===== config.mk =====
export PLATFORM = sky130hd
export DESIGN_NAME = stopwatch_ctrl_flat
export DESIGN_NICKNAME = d
export VERILOG_FILES = /design/src/rtl/stopwatch_ctrl_if.sv /design/src/rtl/stopwatch_ctrl.sv /design/src/flat_wrapper.sv
export SDC_FILE = /design/constraint.sdc
export NUM_CORES = 1
export LEC_CHECK = 0
export CORE_MARGIN = 3
export CORE_UTILIZATION = 54
export DETAILED_ROUTE_END_ITERATION = 16
export PLACE_DENSITY = 0.84
export RECOVER_POWER = 50
export SETUP_SLACK_MARGIN = 0.15
export SLEW_MARGIN = 20
export SYNTH_ARGS = -nofsm -noshare
export SYNTH_HDL_FRONTEND = slang
export SYNTH_SLANG_ARGS = --single-unit
export TNS_END_PERCENT = 30

===== constraint.sdc =====
create_clock -name clock -period 4.4 [get_ports clock]
set_input_delay 1.1 -clock clock [delete_from_list [all_inputs] [get_ports clock]]
set_output_delay 1.1 -clock clock [all_outputs]
set_load 0.01 [all_outputs]

===== src/rtl/stopwatch_ctrl_if.sv =====
// stopwatch_ctrl_if: button, digit and counter-cell control bundle for the stopwatch sequencer
interface stopwatch_ctrl_if;
  logic btn_start;
  logic btn_lap;
  logic btn_clear;
  logic [15:0] digits;
  logic [3:0] cnt_enable;
  logic cnt_reset;
  logic hold;
  logic running;
  logic overflow;
  modport master (
    output btn_start, btn_lap, btn_clear, digits,
    input  cnt_enable, cnt_reset, hold, running, overflow
  );
  modport slave (
    input  btn_start, btn_lap, btn_clear, digits,
    output cnt_enable, cnt_reset, hold, running, overflow
  );
endinterface


===== src/rtl/stopwatch_ctrl.sv =====
// stopwatch_ctrl: tick prescaler, BCD carry chain and start/stop/lap/clear sequencing for a 00.00-99.99 stopwatch
module stopwatch_ctrl #(
  parameter int TICK_DIV = 100000,
  parameter int PRE_W = 17
) (
  input logic clock,
  input logic reset,
  stopwatch_ctrl_if.slave bus
);
  typedef enum logic [2:0] {IDLE, RUN, LAP, STOPPED, DONE} state_t;
  state_t state_q, state_d;
  logic [PRE_W-1:0] pre_q, pre_d;
  logic [2:0] prev_q, prev_d;
  logic cnt_reset_q, cnt_reset_d;
  logic e_clear, e_start, e_lap, act, tick, term, clr_acc;
  logic [3:0] nine;
  assign prev_d = {bus.btn_clear, bus.btn_start, bus.btn_lap};
  assign {e_clear, e_start, e_lap} = prev_d & ~prev_q;
  assign act = (state_q == RUN) || (state_q == LAP);
  assign tick = act && (pre_q == PRE_W'(TICK_DIV - 1));
  assign nine = {bus.digits[15:12] == 4'd9, bus.digits[11:8] == 4'd9,
                 bus.digits[7:4] == 4'd9, bus.digits[3:0] == 4'd9};
  // at 99.99 the tick is swallowed so the counters saturate instead of wrapping
  assign term = tick && (&nine);
  always_comb begin
    state_d = state_q;
    clr_acc = 1'b0;
    case (state_q)
      IDLE:    if (e_clear) clr_acc = 1'b1; else if (e_start) state_d = RUN;
      RUN:     if (term) state_d = DONE; else if (e_start) state_d = STOPPED; else if (e_lap) state_d = LAP;
      LAP:     if (term) state_d = DONE; else if (e_start) state_d = STOPPED; else if (e_lap) state_d = RUN;
      STOPPED: if (e_clear) clr_acc = 1'b1; else if (e_start) state_d = RUN;
      DONE:    if (e_clear) clr_acc = 1'b1;
      default: state_d = IDLE;
    endcase
    state_d = clr_acc ? IDLE : state_d;
    pre_d = (clr_acc || tick) ? '0 : act ? pre_q + PRE_W'(1) : pre_q;
    cnt_reset_d = clr_acc;
  end
  always_ff @(posedge clock) begin
    if (reset) begin
      state_q <= IDLE;
      pre_q <= '0;
      prev_q <= 3'b111;
      cnt_reset_q <= 1'b1;
    end else begin
      state_q <= state_d;
      pre_q <= pre_d;
      prev_q <= prev_d;
      cnt_reset_q <= cnt_reset_d;
    end
  end
  assign bus.cnt_enable = term ? 4'b0000 :
    {tick & nine[0] & nine[1] & nine[2], tick & nine[0] & nine[1], tick & nine[0], tick};
  assign bus.cnt_reset = cnt_reset_q;
  assign bus.hold = (state_q == LAP);
  assign bus.running = act;
  assign bus.overflow = (state_q == DONE);
endmodule


===== src/flat_wrapper.sv =====
// flat-port wrapper written by rule: the top's interface ports become plain ports
module stopwatch_ctrl_flat 
#(
  parameter int TICK_DIV = 100000,
  parameter int PRE_W = 17
)
  (clock, reset, bus_btn_start, bus_btn_lap, bus_btn_clear, bus_digits, bus_cnt_enable, bus_cnt_reset, bus_hold, bus_running, bus_overflow);
  stopwatch_ctrl_if bus_i ();
  input logic clock;
  input logic reset;
  input wire logic [$bits(bus_i.btn_start)-1:0] bus_btn_start;
  input wire logic [$bits(bus_i.btn_lap)-1:0] bus_btn_lap;
  input wire logic [$bits(bus_i.btn_clear)-1:0] bus_btn_clear;
  input wire logic [$bits(bus_i.digits)-1:0] bus_digits;
  output wire logic [$bits(bus_i.cnt_enable)-1:0] bus_cnt_enable;
  output wire logic [$bits(bus_i.cnt_reset)-1:0] bus_cnt_reset;
  output wire logic [$bits(bus_i.hold)-1:0] bus_hold;
  output wire logic [$bits(bus_i.running)-1:0] bus_running;
  output wire logic [$bits(bus_i.overflow)-1:0] bus_overflow;
  assign bus_i.btn_start = bus_btn_start;
  assign bus_i.btn_lap = bus_btn_lap;
  assign bus_i.btn_clear = bus_btn_clear;
  assign bus_i.digits = bus_digits;
  assign bus_cnt_enable = bus_i.cnt_enable;
  assign bus_cnt_reset = bus_i.cnt_reset;
  assign bus_hold = bus_i.hold;
  assign bus_running = bus_i.running;
  assign bus_overflow = bus_i.overflow;
  stopwatch_ctrl #(.TICK_DIV(TICK_DIV), .PRE_W(PRE_W)) u_core (.clock(clock), .reset(reset), .bus(bus_i));
endmodule

# After elaboration in Yosys (flattened, before gate mapping)
# Cells that the tools add are included.
# word_totals
inputBits	21
out_inout_bits	8
wordCells	47
ff_bits	24
# classes
n_reduce_logical	11
mux	12
n_bitwise	6
eq_ne	13
n_addsub	1
# op_table
operator	n
3-bit two-way mux	8
17-bit by 1-bit adder with 17-bit output, second input constant	1
17-bit equality test, second input constant	1
4-bit equality test, second input constant	4
3-bit case mux with 4 select lines	1
4-bit by 1-bit inequality test with 1-bit output, second input constant	2
3-bit by 2-bit equality test with 1-bit output, second input constant	2
2-bit OR reduction	3
5-bit AND reduction	1
4-bit two-way mux	1
4-bit AND reduction	1
1-bit bitwise AND	3
3-bit bitwise AND	1
3-bit by 1-bit equality test with 1-bit output, second input constant	1
3-bit equality test, second input constant	1
3-bit logical NOT	1
3-bit inverter	1
3-bit OR reduction	1
1-bit logical AND	2
1-bit logical OR	2
1-bit two-way mux	2
2-bit by 1-bit inequality test with 1-bit output, second input constant	1
2-bit inequality test, second input constant	1
1-bit inverter	1

# Longest topological paths before layout
# Gate-level depths: netlist of run 1.
# logic_depth
depth_word	7
mapped_depth	6
ltp_nobuf	5

# Least setup slack after synthesis of run 1
# No wires, ideal clock.
# synth_timing
path_type	input -> output
startpoint	input port bus_digits[9]
endpoint	output port bus_cnt_enable[3]
n_path_buf	0
stages	3
setup_slack_ps	1500
arrival_time_ps	1800
required_ps	3300
path_cell_list	nor4bb_1 > nand2_1 > nor3_1
# synth_via
elab_chain_len	4
word_cells_on_any_way	5
classes_between	eq/ne: 1; mux: 1; bitwise: 1; reduce/logical: 2
# synth_lines
element	line	rtl
from (decl)	flat_wrapper.sv:14	input wire logic [$bits(bus_i.digits)-1:0] bus_digits;
4-bit equality test *	stopwatch_ctrl.sv:21	assign nine = {bus.digits[15:12] == 4'd9, bus.digits[11:8] == 4'd9,
4-bit AND reduction	stopwatch_ctrl.sv:24	assign term = tick && (&nine);
1-bit logical AND	stopwatch_ctrl.sv:24	
4-bit two-way mux *	stopwatch_ctrl.sv:53	assign bus.cnt_enable = term ? 4'b0000 :
to (decl)	flat_wrapper.sv:15	output wire logic [$bits(bus_i.cnt_enable)-1:0] bus_cnt_enable;
# Every way passes the cells marked *; elsewhere a longest branch is shown, timed or not.

# Final worst setup path of run 1
# layout_timing
startpoint	input port bus_digits[11]
endpoint	output port bus_cnt_enable[3]
# Same word-level chain as after synthesis.

==> results of run 1 <==
==> Yosys cell counts (2+ instances only) <==
master                       n
sky130_fd_sc_hd__nor3b_1     3
sky130_fd_sc_hd__nor4_1      3
sky130_fd_sc_hd__a211oi_1    2
sky130_fd_sc_hd__xnor2_1    10
sky130_fd_sc_hd__and3_1      5
sky130_fd_sc_hd__nor4_4      2
sky130_fd_sc_hd__nor2_2      5
sky130_fd_sc_hd__o221ai_1    2
sky130_fd_sc_hd__or2_2       3
sky130_fd_sc_hd__nor3_1      8
sky130_fd_sc_hd__nor2_1     16
sky130_fd_sc_hd__nand3_1     3
sky130_fd_sc_hd__a211o_1     2
sky130_fd_sc_hd__nand4bb_1   3
sky130_fd_sc_hd__inv_1       2
sky130_fd_sc_hd__dfxtp_1    24
sky130_fd_sc_hd__nand4_1     3
sky130_fd_sc_hd__o21ai_0     3
sky130_fd_sc_hd__nor2b_1     2
sky130_fd_sc_hd__nand2b_1    4
sky130_fd_sc_hd__and3b_1     2
sky130_fd_sc_hd__nand2_1     6
sky130_fd_sc_hd__nor4bb_1    3
sky130_fd_sc_hd__buf_6       3
sky130_fd_sc_hd__a21oi_1     6
==> report_power, final <==
| part | switching, mW | internal [mW] | total, mW |
|---|---|---|---|
| clock | 0.0669 | 0.0922 | 0.159 |
| sequential | 0.00321 | 0.221 | 0.224 |
| combinational | 0.0174 | 0.0262 | 0.0437 |
==> cells by family after synthesis <==
| family | Yosys count |
|---|---|
| AND/OR/NAND/NOR | 79 |
| flip-flops | 24 |
| AO/OA/AOI/OAI | 22 |
| XOR/XNOR | 11 |
| buffers and inverters | 6 |
| multiplexers | 1 |
| adder cells (fa/ha/maj) | 1 |
==> layout make-up <==
type	instances	area, µm²	share of cell area [%]
tap	28	35.0	2.11
sequential	24	480	28.9
clock inverter	1	30.0	1.81
inverter	2	7.51	0.452
timing repair buffer	28	280	16.9
multi-input combinational	114	805	48.5
clock buffer	3	22.5	1.36
==> routing by layer <==
metal	global-route usage [%]	share of wire, %	vias up
li1	-	-	586
met1	23.2	46	558
met2	32.6	51	6
met3	5.57	2.2	2
met4	4.75	0.75	0
met5	0	0	-
==> cell usage in the layout, fill, tap and decap left out, drive strengths merged, types with 2 or more instances in the layout <==
master / instances
nor2b: 2
nor3b: 3
dfxtp: 24
nor3: 8
o21ai: 4
nor4bb: 3
nand4: 3
nor2: 21
clkdlybuf4s50: 26
nor4b: 2
and3: 5
and3b: 2
a211oi: 2
o22ai: 2
nor4: 5
inv: 2
nand2: 6
nand4bb: 3
or2: 3
nand2b: 4
a21oi: 6
o221ai: 2
xnor2: 11
dlygate4sd3: 2
a211o: 2
nand3: 3
clkbuf: 3
==> final timing paths <==
| kind | slack, ns | cells after the start | startpoint | endpoint |
|---|---|---|---|---|
| worst max-delay path | 0.47 | 5 | bus_digits[11] | bus_cnt_enable[3] |
| worst min-delay path | 0.52 | 2 | u_core.pre_q[1] | u_core.pre_q[1] |
| worst max register to register | 1.72 | 4 | u_core.state_q[0] | u_core.pre_q[8] |
| worst min register to register | 0.52 | 2 | u_core.pre_q[1] | u_core.pre_q[1] |
==> registers in the layout (all words and copies together) (netlist names) <==
name / cells
u_core.pre_q: 17
u_core.prev_q: 3
u_core.state_q: 3
u_core.bus.cnt_reset: 1
==> worst max-delay path: cells and delay by family <==
family | cells | cell delay, ns
buffers and inverters | 2 | 1.03
AND/OR/NAND/NOR | 3 | 0.70
==> impl_metrics.toml, run 1 <==
[synth]
post_synth_xor_area_fraction_pct = 8.57
yosys_register_bits = 24
proportion_of_synthesized_area_in_mux_cells_pct = 0.745
main_combinational_cell_family_by_area_after_synthesis = "simple AND/OR/NAND/NOR gates"
synth_simple_gate_area_share_pct = 38.8
synth-compound-area-share_pct = 11.5
post_synth_top_area_share_pct = 35.8
synth.net_count = 166
synth_fa_ha_area_share_pct = 0.931
most_used_flip_flop_cell_after_synthesis = "sky130_fd_sc_hd__dfxtp_1"
synth_area_leader_cell = "sky130_fd_sc_hd__dfxtp_1"
synth_cell_types = 44
count_of_flip_flops_with_a_built_in_enable_after_synthesis = 0
post_synth_inst_count = 144
async_flop_share_pct = 0
yosys_warnings = 0
synthTopCellsByArea = "sky130_fd_sc_hd__dfxtp_1, sky130_fd_sc_hd__xnor2_1, sky130_fd_sc_hd__nor2_1"
syn_area_per_cell_um2 = 9.33
synth.yosys.seq_area_share_pct = 35.8
post_synth_instance_area_um2 = 1340

[floorplan]
vertical_die_dimension_um = 55.9
placeableCoreArea_um2 = 2280
fp.dieArea_um2 = 3120
boundaryPins = 29
placementRows = 17
initial_utilization_pct = 59.0
fp.dieW_um = 55.9

[worst_setup_path]
crit_arrival_ns = 2.83
worst_path_most_repeated_cell = "sky130_fd_sc_hd__clkdlybuf4s50_1"
slowest_stage = "sky130_fd_sc_hd__clkdlybuf4s50_1"
crit_path_cell_trace = "clkdlybuf4s50_1 > nor4bb_1 > nand2_1 > nor3_1 > clkdlybuf4s50_1"
crit_path_end_kind = "output port"
timing.critical_path.slowest_cell_delay_ns = 0.58
timing.setup.critical_path_class = "input port to output port"
timing.critical_path.required_ns = 3.30
crit_path_max_fanout = 2
worst_setup_path_start_kind = "input port"

[detailed_routing]
vias_per_cell = 5.76
routed_wirelength_um = 2810
firstDrtPassIters = 5
routed_wire_length_per_instance_um = 14.1
drtAntennaViolNets = 0
route.detailed.drc = 0
drt_first_iter_violations = 27
vias = 1152

[clocking]
tritoncts.num_buffers = 3
path_clk_slew_ns = 0.14
ctsLongestPathBuffers = 2
clk_root_buffer_cell = "sky130_fd_sc_hd__clkbuf_4"
post_cts.repair.setup_buffers = 0
clock_tree_from_tritoncts = "yes"
cts.htree.levels = 1
tritoncts_num_sinks = 24
insertion_delay_ns = 0.32
cts.hold.buffers_added = 0
post_cts_resized = 0

[power_and_ir_drop]
vdd_drop_max_mv = 0.432
static-leakage-power_nw = 0.579
power.density_cell_area_nw_per_um2 = 257
power_mw = 0.427

[finish]
fillers = 183
post-route-cell-area_um2 = 1660
nNetsFinal = 195
antenna-diode-count = 0
syn2layout_area_growth_pct = 23.6
drive_gt1_share_pct = 9.88
layout.core_utilization_pct = 73.0
stdcell_count = 200

[grt]
global_route.usage.total_pct = 19.0
via_count_of_the_first_global_routing_pass = 1053
grt_start_max_net_pins = 16
grt_remaining_overflow = 0
global_route_wire_length_before_repair_um = 4770
grt_antenna_before_repair = 0

[min_path]
worstHoldPathType = "register to register"

[sta]
tightest_slew_ns = 1.42
achievable-frequency_mhz = 255
setup_violations = 0
finalHoldWorstSlack_ns = 0.523
final_critical_path_setup_slack_ns = 0.473
min_period_over_period_pct = 89.2
final-max-slew-violation-count = 0
timing.final.crit_period_ns = 3.93
fin_worst_skew_ns = 0.0177
slew_headroom_pct = 4.30
fin_tns_setup_ns = 0
finalHoldViolCount = 0
grt_setup_unrepaired = "false"

[place]
place_area_um2 = 1620
detailedPlace.worstSlack_ns = 0.434
dpl.hpwl_um = 2190
gp_congestion = 0.824
numPlacedInstances = 196
port_buffers = 28

[run_status]
outcome = "complete, no violations"

[job]
max_cap_violations = 0
(Power assumes the default switching activity.)
==> inputs of run 2 (changes only) <==
- CTS_CLUSTER_DIAMETER: not set -> 100
==> results of run 2 <==
Final layout, timing and power as in run 1 (identical DEF).
==> inputs of run 3 (changes only) <==
- CAP_MARGIN: not set -> 5
- CORE_UTILIZATION: 54 -> 50
- PLACE_DENSITY: 0.84 -> 0.79
- clock period: 4.4 -> 3.8 ns (I/O delays scaled with it)
==> impl_metrics.toml, run 3 (same netlist as run 1, synthesis figures left out) <==
[sta]
slew_headroom_pct = -4.04
final-max-slew-violation-count = 12
min_period_over_period_pct = 94.4
achievable-frequency_mhz = 279
tightest_slew_ns = 1.54
fin_worst_skew_ns = 0.00248
grt_setup_unrepaired = "true"
final_critical_path_setup_slack_ns = 0.213
setup_violations = 0
fin_tns_setup_ns = 0
timing.final.crit_period_ns = 3.59
finalHoldViolCount = 0

[grt]
grt_remaining_overflow = 0
global_route.usage.total_pct = 17.5
via_count_of_the_first_global_routing_pass = 1133
grt_antenna_before_repair = 0
grt_start_max_net_pins = 16
global_route_wire_length_before_repair_um = 4730

[power_and_ir_drop]
power_frac_clock_pct = 30.0
vdd_drop_max_mv = 0.263
power.density_cell_area_nw_per_um2 = 268
static-leakage-power_nw = 0.573
share_comb_of_total_power_pct = 11.5
switching_power_mw = 0.0987
p_int_mw = 0.346
seq_power_share_pct = 58.5
power.switching_fraction_pct = 22.2

[job]
max_cap_violations = 1

[finish]
largest_reg_flops = 17
nNetsFinal = 195
top_register = "u_core.pre_q"
most_common_library_cell_in_the_layout_ignoring_fill_and_taps = "sky130_fd_sc_hd__clkdlybuf4s50_1"
stdcell_count = 202
reg_top3 = "u_core.pre_q (17), u_core.prev_q (3), u_core.state_q (3)"
antenna-diode-count = 0
drive_gt1_share_pct = 11.0
syn2layout_area_growth_pct = 23.5
layout.core_utilization_pct = 65.8
layout.cells.most_common_list = "sky130_fd_sc_hd__clkdlybuf4s50_1, sky130_fd_sc_hd__dfxtp_1, sky130_fd_sc_hd__nor2_1"

[clocking]
clock_tree_from_tritoncts = "yes"
tritoncts_num_sinks = 24
path_clk_slew_ns = 0.13
cts.hold.buffers_added = 0
clk_root_buffer_cell = "sky130_fd_sc_hd__clkbuf_4"
ctsLongestPathBuffers = 2
insertion_delay_ns = 0.31
cts.htree.levels = 1
tritoncts.num_buffers = 3

[min_path]
worstHoldPathType = "register to register"

[place]
dpl.hpwl_um = 2140
detailedPlace.worstSlack_ns = 0.157
gp_congestion = 0.788
port_buffers = 28
numPlacedInstances = 198

[worst_setup_path]
crit_path_end_kind = "output port"
crit_path_cell_trace = "clkdlybuf4s50_1 > nand4bb_1 > nand4bb_1 > nand4_1 > nor3_1 > clkdlybuf4s50_1"
path_delay_family = "buffers and inverters"
timing.critical_path.required_ns = 2.85
timing.critical_path.slowest_cell_delay_ns = 0.57
timing.setup.critical_path_class = "input port to output port"
crit_arrival_ns = 2.64
critical_path.n_buffers_inverters = 2
worst_setup_path_start_kind = "input port"
crit_path_max_fanout = 4
slowest_stage = "sky130_fd_sc_hd__clkdlybuf4s50_1"

[detailed_routing]
route.detailed.drc = 0
firstDrtPassIters = 4
vias_per_cell = 5.73
routed_wirelength_um = 2750
drt_first_iter_violations = 38
routed_wire_length_per_instance_um = 13.6
vias = 1158
drtAntennaViolNets = 0

[floorplan]
boundaryPins = 29
vertical_die_dimension_um = 57.8
placeableCoreArea_um2 = 2520
placementRows = 18
initial_utilization_pct = 53.3
fp.dieW_um = 57.8
fp.dieArea_um2 = 3350

[run_status]
outcome = "complete, but fails checks"
violations = "max-capacitance violations, max-slew violations"
run 3: through the flow:
step	power, mW	hold slack [ns]	cell area (µm²)
4_1_cts	0.449	0.516	1660
6_report	0.444	0.512	1660
3_5_place_dp	0.318	0.497	1620
5_1_grt	0.462	0.549	1660
2_1_floorplan	0.293	0.468	1340
3_3_place_gp	0.316	0.477	1620
run 3: power by group through the flow:
stage               clock network, mW  logic, mW  registers, mW
finish                          0.133     0.0513          0.260
global route                    0.145     0.0561          0.261
CTS                             0.137     0.0523          0.260
detailed placement                  0     0.0521          0.266
global placement                    0     0.0511          0.265
floorplan                           0     0.0292          0.264
run 3: repair_timing:
action	in CTS	in global routing
buffers inserted	0	0
endpoints found under the setup margin	0	3
gates resized for setup	0	2
run 3: area by class of cell:
type	count	area, µm²
well taps	30	37.5
multi-input cells	114	817
repair buffers	28	280
flip-flops and latches	24	480
inverters	2	7.51
clock buffers	4	36.3
fillers	213	863
run 3: final timing paths:
| kind | startpoint | end | slack (ns) | depth (start not counted) |
|---|---|---|---|---|
| worst min register to register | u_core.pre_q[1] | u_core.pre_q[1] | 0.51 | 2 |
| worst max register to register | u_core.state_q[0] | u_core.pre_q[10] | 1.08 | 4 |
| worst max-delay path | bus_digits[2] | bus_cnt_enable[2] | 0.21 | 6 |
| worst min-delay path | u_core.pre_q[1] | u_core.pre_q[1] | 0.51 | 2 |
run 3: routing by layer:
metal	global-route usage, %	vias to the layer above	part of all wire [%]	wire length [µm]
met4	1.99	0	0.51	14
met1	22.2	553	46	1280
met3	4.01	2	2.2	60
met2	31.1	15	51	1400
met5	0	-	0	0
li1	-	588	-	-
run 3: worst register-to-register path: stages, from the launching register on:
cell and delay (ns):
sky130_fd_sc_hd__dfxtp_1 0.57, sky130_fd_sc_hd__xnor2_4 0.23, sky130_fd_sc_hd__or3_4 0.46, sky130_fd_sc_hd__o21ai_0 1.19, sky130_fd_sc_hd__nor2_1 0.11
